File: src/rtl/dram_fill_verify.sv
// dram_fill_verify
// Streams words into a distributed RAM through its write port, then reads the
// same region back over the asynchronous spo port and compares additive
// checksums of what was written against what was read.
//
// Ports
//   clk        system clock, rising edge
//   rst        synchronous reset, active low
//   start      begin a run (only honoured in IDLE)
//   length     words to write, clamped to DEPTH, captured on start
//   s_data     input word
//   s_valid    input word valid
//   s_ready    block can take s_data this cycle
//   ram_a      RAM address (registered)
//   ram_d      RAM write data (registered)
//   ram_we     RAM write enable (registered)
//   ram_spo    RAM asynchronous read data at ram_a
//   busy       any state other than IDLE
//   done       one-cycle end-of-run pulse
//   verify_err checksum mismatch of the last run, held until the next start
//   wr_sum     sum of written words mod 2^DATA_W
//   rd_sum     sum of read-back words mod 2^DATA_W
//
// state  | meaning
// IDLE   | waiting for start
// FILL   | accepting words, one RAM write per handshake
// FLUSH  | lets the final registered write land before reading
// VERIFY | summing ram_spo over addresses 0..len-1
// DONE   | done pulse, checksum compare
`timescale 1ns/1ps
module dram_fill_verify #(
  parameter int ADDR_W = 11,
  parameter int DATA_W = 16,
  parameter int DEPTH  = 2048
) (
  input  logic              clk,
  input  logic              rst,
  input  logic              start,
  input  logic [ADDR_W:0]   length,
  input  logic [DATA_W-1:0] s_data,
  input  logic              s_valid,
  output logic              s_ready,
  output logic [ADDR_W-1:0] ram_a,
  output logic [DATA_W-1:0] ram_d,
  output logic              ram_we,
  input  logic [DATA_W-1:0] ram_spo,
  output logic              busy,
  output logic              done,
  output logic              verify_err,
  output logic [DATA_W-1:0] wr_sum,
  output logic [DATA_W-1:0] rd_sum
);

  typedef enum logic [2:0] {IDLE, FILL, FLUSH, VERIFY, DONE} state_t;

  localparam logic [ADDR_W:0] DEPTH_L = DEPTH[ADDR_W:0];

  state_t          state, state_nxt;
  logic [ADDR_W:0] len;
  logic [ADDR_W:0] wr_cnt;
  logic            hs;
  logic            last_wr;
  logic            last_rd;

  assign s_ready = (state == FILL) && (wr_cnt < len);
  assign hs      = s_valid && s_ready;
  assign last_wr = (wr_cnt == len - 1'b1);
  assign last_rd = ({1'b0, ram_a} == len - 1'b1);
  assign busy    = (state != IDLE);
  assign done    = (state == DONE);

  always_ff @(posedge clk) begin
    if (!rst) state <= IDLE;
    else      state <= state_nxt;
  end

  always_comb begin
    state_nxt = state;
    case (state)
      IDLE:    if (start) state_nxt = (length == '0) ? DONE : FILL;
      FILL:    if (hs && last_wr) state_nxt = FLUSH;
      FLUSH:   state_nxt = VERIFY;
      VERIFY:  if (last_rd) state_nxt = DONE;
      DONE:    state_nxt = IDLE;
      default: state_nxt = IDLE;
    endcase
  end

  always_ff @(posedge clk) begin
    if (!rst) begin
      len        <= '0;
      wr_cnt     <= '0;
      ram_a      <= '0;
      ram_d      <= '0;
      ram_we     <= 1'b0;
      verify_err <= 1'b0;
      wr_sum     <= '0;
      rd_sum     <= '0;
    end else begin
      ram_we <= 1'b0;
      case (state)
        IDLE: begin
          if (start) begin
            len        <= (length > DEPTH_L) ? DEPTH_L : length;
            wr_cnt     <= '0;
            wr_sum     <= '0;
            rd_sum     <= '0;
            verify_err <= 1'b0;
          end
        end
        FILL: begin
          if (hs) begin
            ram_we <= 1'b1;
            ram_a  <= wr_cnt[ADDR_W-1:0];
            ram_d  <= s_data;
            wr_sum <= wr_sum + s_data;
            wr_cnt <= wr_cnt + 1'b1;
          end
        end
        // The last write is on the RAM port during this cycle; the read
        // pointer moves to 0 only once that write has committed.
        FLUSH: ram_a <= '0;
        VERIFY: begin
          rd_sum <= rd_sum + ram_spo;
          ram_a  <= ram_a + 1'b1;
        end
        DONE: verify_err <= (wr_sum != rd_sum);
        default: ;
      endcase
    end
  end

endmodule

File: config.mk
export PLATFORM = sky130hd
export DESIGN_NAME = dram_fill_verify
export DESIGN_NICKNAME = d
export VERILOG_FILES = /design/src/rtl/dram_fill_verify.sv
export SDC_FILE = /design/constraint.sdc
export NUM_CORES = 1
export LEC_CHECK = 0
export ABC_CLOCK_PERIOD_IN_PS = 3500
export BUFFER_PORTS_ARGS = -buffer_cell sky130_fd_sc_hd__buf_4
export CAP_MARGIN = 5
export CORE_ASPECT_RATIO = 0.6
export CORE_MARGIN = 2
export CORE_UTILIZATION = 45
export CTS_CLUSTER_DIAMETER = 100
export CTS_CLUSTER_SIZE = 28
export DETAILED_ROUTE_END_ITERATION = 7
export PLACE_DENSITY = 0.69
export SLEW_MARGIN = 20
export SYNTH_ARGS = -nofsm -noshare
export SYNTH_HDL_FRONTEND = slang
export SYNTH_SLANG_ARGS = --single-unit
File: constraint.sdc
create_clock -name clk -period 3.5 [get_ports clk]
set_input_delay 0.525 -clock clk [delete_from_list [all_inputs] [get_ports clk]]
set_output_delay 0.525 -clock clk [all_outputs]
set_load 0.02 [all_outputs]
# Word level (Yosys, flattened, before mapping)
# Index checks and enable logic that the tools add are counted.
# W data, S select, Z words.
[op_classes]
addsub = 5
order_cmp = 2
n_eq_ne = 11
n_mux = 18
reduce_logical = 18
[op_table]
columns = ["operator", "n"]
rows = [
  ["$pmux W16 S2", 2],
  ["$mux W12", 3],
  ["$pmux W11 S3", 1],
  ["$add A16 B16 Y16", 2],
  ["$mux W16", 2],
  ["$pmux W12 S2", 1],
  ["$ne A16 B16 Y1", 1],
  ["$add A12 B1 Y12 const B", 1],
  ["$eq A11 B12 Y1", 1],
  ["$eq A12 B12 Y1", 1],
  ["$gt A12 B12 Y1 const B", 1],
  ["$logic_not A12 Y1", 1],
  ["$lt A12 B12 Y1", 1],
  ["$mux W3", 4],
  ["$pmux W3 S4", 1],
  ["$reduce_and A2 Y1", 6],
  ["$sub A12 B1 Y12 const B", 1],
  ["$add A11 B1 Y11 const B", 1],
  ["$mux W11", 1],
  ["$eq A3 B2 Y1 const B", 2],
  ["$ne A2 B2 Y1 const B", 3],
  ["$reduce_and A3 Y1", 2],
  ["$reduce_bool A2 Y1", 3],
  ["$reduce_bool A3 Y1", 2],
  ["other kinds (7)", 10],
]
[word_totals]
ff_bits = 88
out_inout_bits = 64
elab_cells = 63

# Logic depth before layout (Yosys ltp)
[depth]
word_depth = 6
mapped_depth = 12

# Worst setup path before layout
# Ideal clock, no wire load.
[synth_path]
path_type = "input to register"
startpoint = "in s_data[0]"
endpoint = "reg wr_sum[14]"
setup_time_ps = 117
t_arrival_ps = 2899
required_time_ps = 3383
setup_slack_ps = 484
stages = 10
path_buffers = 0
cell_sequence = "ha_1 > fa_1 > a21o_1 > a21o_1 > a2111oi_1 > o31ai_1 > o41a_1 > a31oi_1 > xnor2_1 > a32o_1"
[synth_between]
elab_chain_cells = 3
[synth_lines]
columns = ["item", "line", "text"]
rows = [
  ["from (decl)", "40", "input logic [DATA_W-1:0] s_data,"],
  ["$add A16 B16 Y16", "116", "wr_sum <= wr_sum + s_data;"],
  ["$mux W16", "112", "if (hs) begin"],
  ["$pmux W16 S2", "101", "case (state)"],
  ["to (signal assigned)", "116", ""],
  ["to (decl)", "50", "output logic [DATA_W-1:0] wr_sum,"],
]
# No other way between the ends. The select of a mux whose other input is x is not followed.
# A chain may end at the register's enable or synchronous reset.

# Worst setup path in the final report
[layout_path]
startpoint = "reg len[9]"
endpoint = "out s_ready"
[layout_between]
elab_chain_cells = 2
[layout_lines]
columns = ["item", "line", "text"]
rows = [
  ["from (decl)", "59", "logic [ADDR_W:0] len;"],
  ["from (signal assigned)", "104", "len <= (length > DEPTH_L) ? DEPTH_L : length;"],
  ["$lt A12 B12 Y1", "65", "assign s_ready = (state == FILL) && (wr_cnt < len);"],
  ["$logic_and A1 B1 Y1", "65", ""],
  ["to (decl)", "42", "output logic s_ready,"],
]
# No other way between the ends.

==> run metrics <==
result of the run completed; Max Clock Skew 7.76 ps; pins over their slew limit 0; routability-driven placement congestion ratio 0.976; clock tree from TritonCTS built; count of yosys warnings during synthesis 0; maximum level of the CTS H-tree 3; first-pass GRT wire length 29.2 mm; Post-DP HPWL 14.3 mm; routed wirelength normalized by instance count 18.2 um; required time of the worst setup path 2970 ps; vias per inst 5.80; async set-or-reset flop fraction in the synthesized netlist 0%; gate count of the mapped netlist 736; root buffer cell sky130_fd_sc_hd__clkbuf_16; Worst Reg-to-Reg Cells 10; source-to-sink clock delay at the later pin of the worst-skew pair 340 ps; remaining design rule violation count 0; worst-margin pin slew 1100 ps; share of Yosys cell area claimed by the top area cell type 29.9%; leakage power total 0.00301 uW; Mapped Nets 831; CTS Hold Buffers Added 0; total power per unit cell area 359 mW/mm^2; reg2reg end state[0]; sequential share of the synthesized area 29.9%; CP Launch Point len[9]; register area 0.00176 sq mm; type of the worst setup path register to primary output; hold violation total from the final report 0; worst min path class primary input to register; number of nets in the layout 937; Sum Neg Setup Slack 0 ps; number of enable-type register cells in the synthesized netlist 0; number of sinks handled by clock tree synthesis 88; Final setup violation count 0; Die Span Y 92.6 um; number of distinct library cells after synthesis 64; RR Startpoint len[0]; register bit total from synthesis 88; startpoint class of the critical path register; worst-case headroom to the max-slew limit 26.3%; number of buffers inserted to repair setup after CTS 0; area leader, netlist sky130_fd_sc_hd__dfxtp_1; Post-Syn Area per Cell 7.99 sq um; worst setup path end s_ready; footprint of the multi-input gates 0.00390 sq mm; remaining number of nets flagged by the antenna check after routing 0; Arr. time, crit path 2640 ps; Die X 152 um; number of global-route vias before repair 5,333; top area cells in the synthesized netlist sky130_fd_sc_hd__dfxtp_1 (30%), sky130_fd_sc_hd__ha_1 (9.6%), sky130_fd_sc_hd__xnor2_1 (7.4%), sky130_fd_sc_hd__a21oi_1 (6.8%), sky130_fd_sc_hd__nand2_1 (6.3%); critical-path maximum fanout 7; Synth Cell Area 0.00588 sq mm; total inserted antenna cells 0; initial antenna violation count 0; nature of the critical path endpoint primary output; number of DRC markers in iteration 0 552; Inserted Clock Buffers 9; Most used DFF post-synth sky130_fd_sc_hd__dfxtp_1; Maximum Capacitance Violations 0; clock-pin slew on the worst setup and hold paths 70 ps; final design utilization 56.4%; initial core utilization 45.9%; first-pass iteration count of the detailed router 6; Clock Tree Buf Depth 2; detailed-route via count 5,896; area delta synth->final 22.8%; overall track demand over capacity in global routing 26.7%; Resized cells post-CTS 0; floorplan die area 0.0140 sq mm; share of post-route cells with drive strength above 1 18.3%; FMAX 0.315 GHz; maximum number of pins on one net before global-route repair 50; final critical delay including setup and external delays 3170 ps; RSZ-0062 raised after global routing false; buffers added on ports 111; number of fill cells in the layout 1,187; IR drop worst, VDD 0.000207 V; Core Region 0.0128 sq mm; total I/O pin count 112; part of the cycle the worst path needs 90.6%; Core Rows 32; setup slack on the worst flop-to-flop path 380 ps; leftover overflow at the end of global routing 0; sum of routed wire length over all layers 18.5 mm
-- cell type report --
type	count	share of cell area (%)
multi-input combinational	590	54.0
sequential	88	24.4
timing repair buffer	127	13.2
clock buffer	12	3.41
tap	170	2.94
inverter	26	1.35
clock inverter	4	0.744
-- per-layer routing --
layer / global-route usage [%] / wire, um
met4: 4.55 / 138
met3: 5.86 / 1920
met5: 0 / 0
met2: 34.9 / 7080
met1: 43.9 / 9370
-- cells in the mapped netlist (all sizes together), types with 8 or more instances --
cell and count:
nand2 98, dfxtp 88, a21oi 80, xnor2 50, nand3 47, o21ai 47, ha 45, nor2 34
clkbuf 28, inv 26, xor2 20, nor3 19, nor4 14, a21o 13, a211oi 11, nand4 10
o21a 9, or3 8
-- cells in the final DEF, fill, tap and decap left out, types with 4 or more instances in the layout --
master                        n
sky130_fd_sc_hd__a211oi_1    10
sky130_fd_sc_hd__a21o_1      13
sky130_fd_sc_hd__a21oi_1     79
sky130_fd_sc_hd__a31oi_1      6
sky130_fd_sc_hd__and2_1       4
sky130_fd_sc_hd__and3_1       7
sky130_fd_sc_hd__buf_4      127
sky130_fd_sc_hd__clkbuf_16    9
sky130_fd_sc_hd__dfxtp_1     88
sky130_fd_sc_hd__ha_1        45
sky130_fd_sc_hd__inv_1       26
sky130_fd_sc_hd__nand2_1     98
sky130_fd_sc_hd__nand3_1     47
sky130_fd_sc_hd__nand4_1     10
sky130_fd_sc_hd__nor2_1      33
sky130_fd_sc_hd__nor3_1      18
sky130_fd_sc_hd__nor3b_1      4
sky130_fd_sc_hd__nor4_1      13
sky130_fd_sc_hd__o21a_1       9
sky130_fd_sc_hd__o21ai_0     45
sky130_fd_sc_hd__o21bai_1     5
sky130_fd_sc_hd__o31ai_1      7
sky130_fd_sc_hd__or3_1        8
sky130_fd_sc_hd__or4_1        6
sky130_fd_sc_hd__xnor2_1     50
sky130_fd_sc_hd__xnor3_1      5
sky130_fd_sc_hd__xor2_1      20
-- worst max-delay path, cell delays in order (launching register included) --
cell and delay [ps]:
sky130_fd_sc_hd__dfxtp_1 550, sky130_fd_sc_hd__inv_1 150, sky130_fd_sc_hd__ha_1 340, sky130_fd_sc_hd__a2111oi_0 420
sky130_fd_sc_hd__nand2_1 150, sky130_fd_sc_hd__o221ai_2 340, sky130_fd_sc_hd__and2_1 200, sky130_fd_sc_hd__buf_4 140
-- worst min-delay path by stage --
stage          startpoint         end  slack [ps]  depth (start not counted)
6_report        length[6]      len[6]         400                          3
5_1_grt         length[6]      len[6]         410                          3
4_1_cts         length[8]      len[8]         390                          3
3_5_place_dp    ram_d[15]   ram_d[15]         450                          2
3_3_place_gp    ram_d[12]   ram_d[12]         440                          2
2_1_floorplan  wr_cnt[11]  wr_cnt[11]         480                          2
-- cells by family (layout without fill, tap and decap cells) --
| logic type | Yosys count | after routing | synth area share, % |
|---|---|---|---|
| fa+ha+maj | 47 | 47 | 10.3 |
| compound gates | 205 | 205 | 21.9 |
| buf+inv | 58 | 169 | 3.85 |
| flops | 88 | 88 | 29.9 |
| simple gates | 262 | 262 | 21.6 |
| xor+xnor | 75 | 75 | 12.3 |
| mux | 1 | 1 | 0.170 |
-- registers in the layout, indices dropped and copies added, names as in the netlist --
name and cells:
ram_a 11, ram_d 16, rd_sum 16, ram_we 1, state 3, wr_sum 16, verify_err 1, wr_cnt 12
len 12
-- where the power goes --
| group | switching, uW | internal (uW) | leakage [uW] |
|---|---|---|---|
| clock network | 415 | 575 | 0.000139 |
| registers | 49.0 | 1030 | 0.000712 |
| logic | 298 | 223 | 0.00216 |
| total | 762 | 1830 | 0.00301 |
-- through the flow --
stage	setup slack, ps	std cells	cell area (sq um)	hold slack, ps	total power, uW
after floorplan	484	736	5880	480	1430
after global placement	208	1001	6920	444	1600
after detailed placement	135	1001	6920	448	1610
after CTS	342	1017	7220	386	2590
after global routing	184	1017	7230	408	2700
final	330	1017	7230	395	2590
Power figures use the tool's default switching activity.
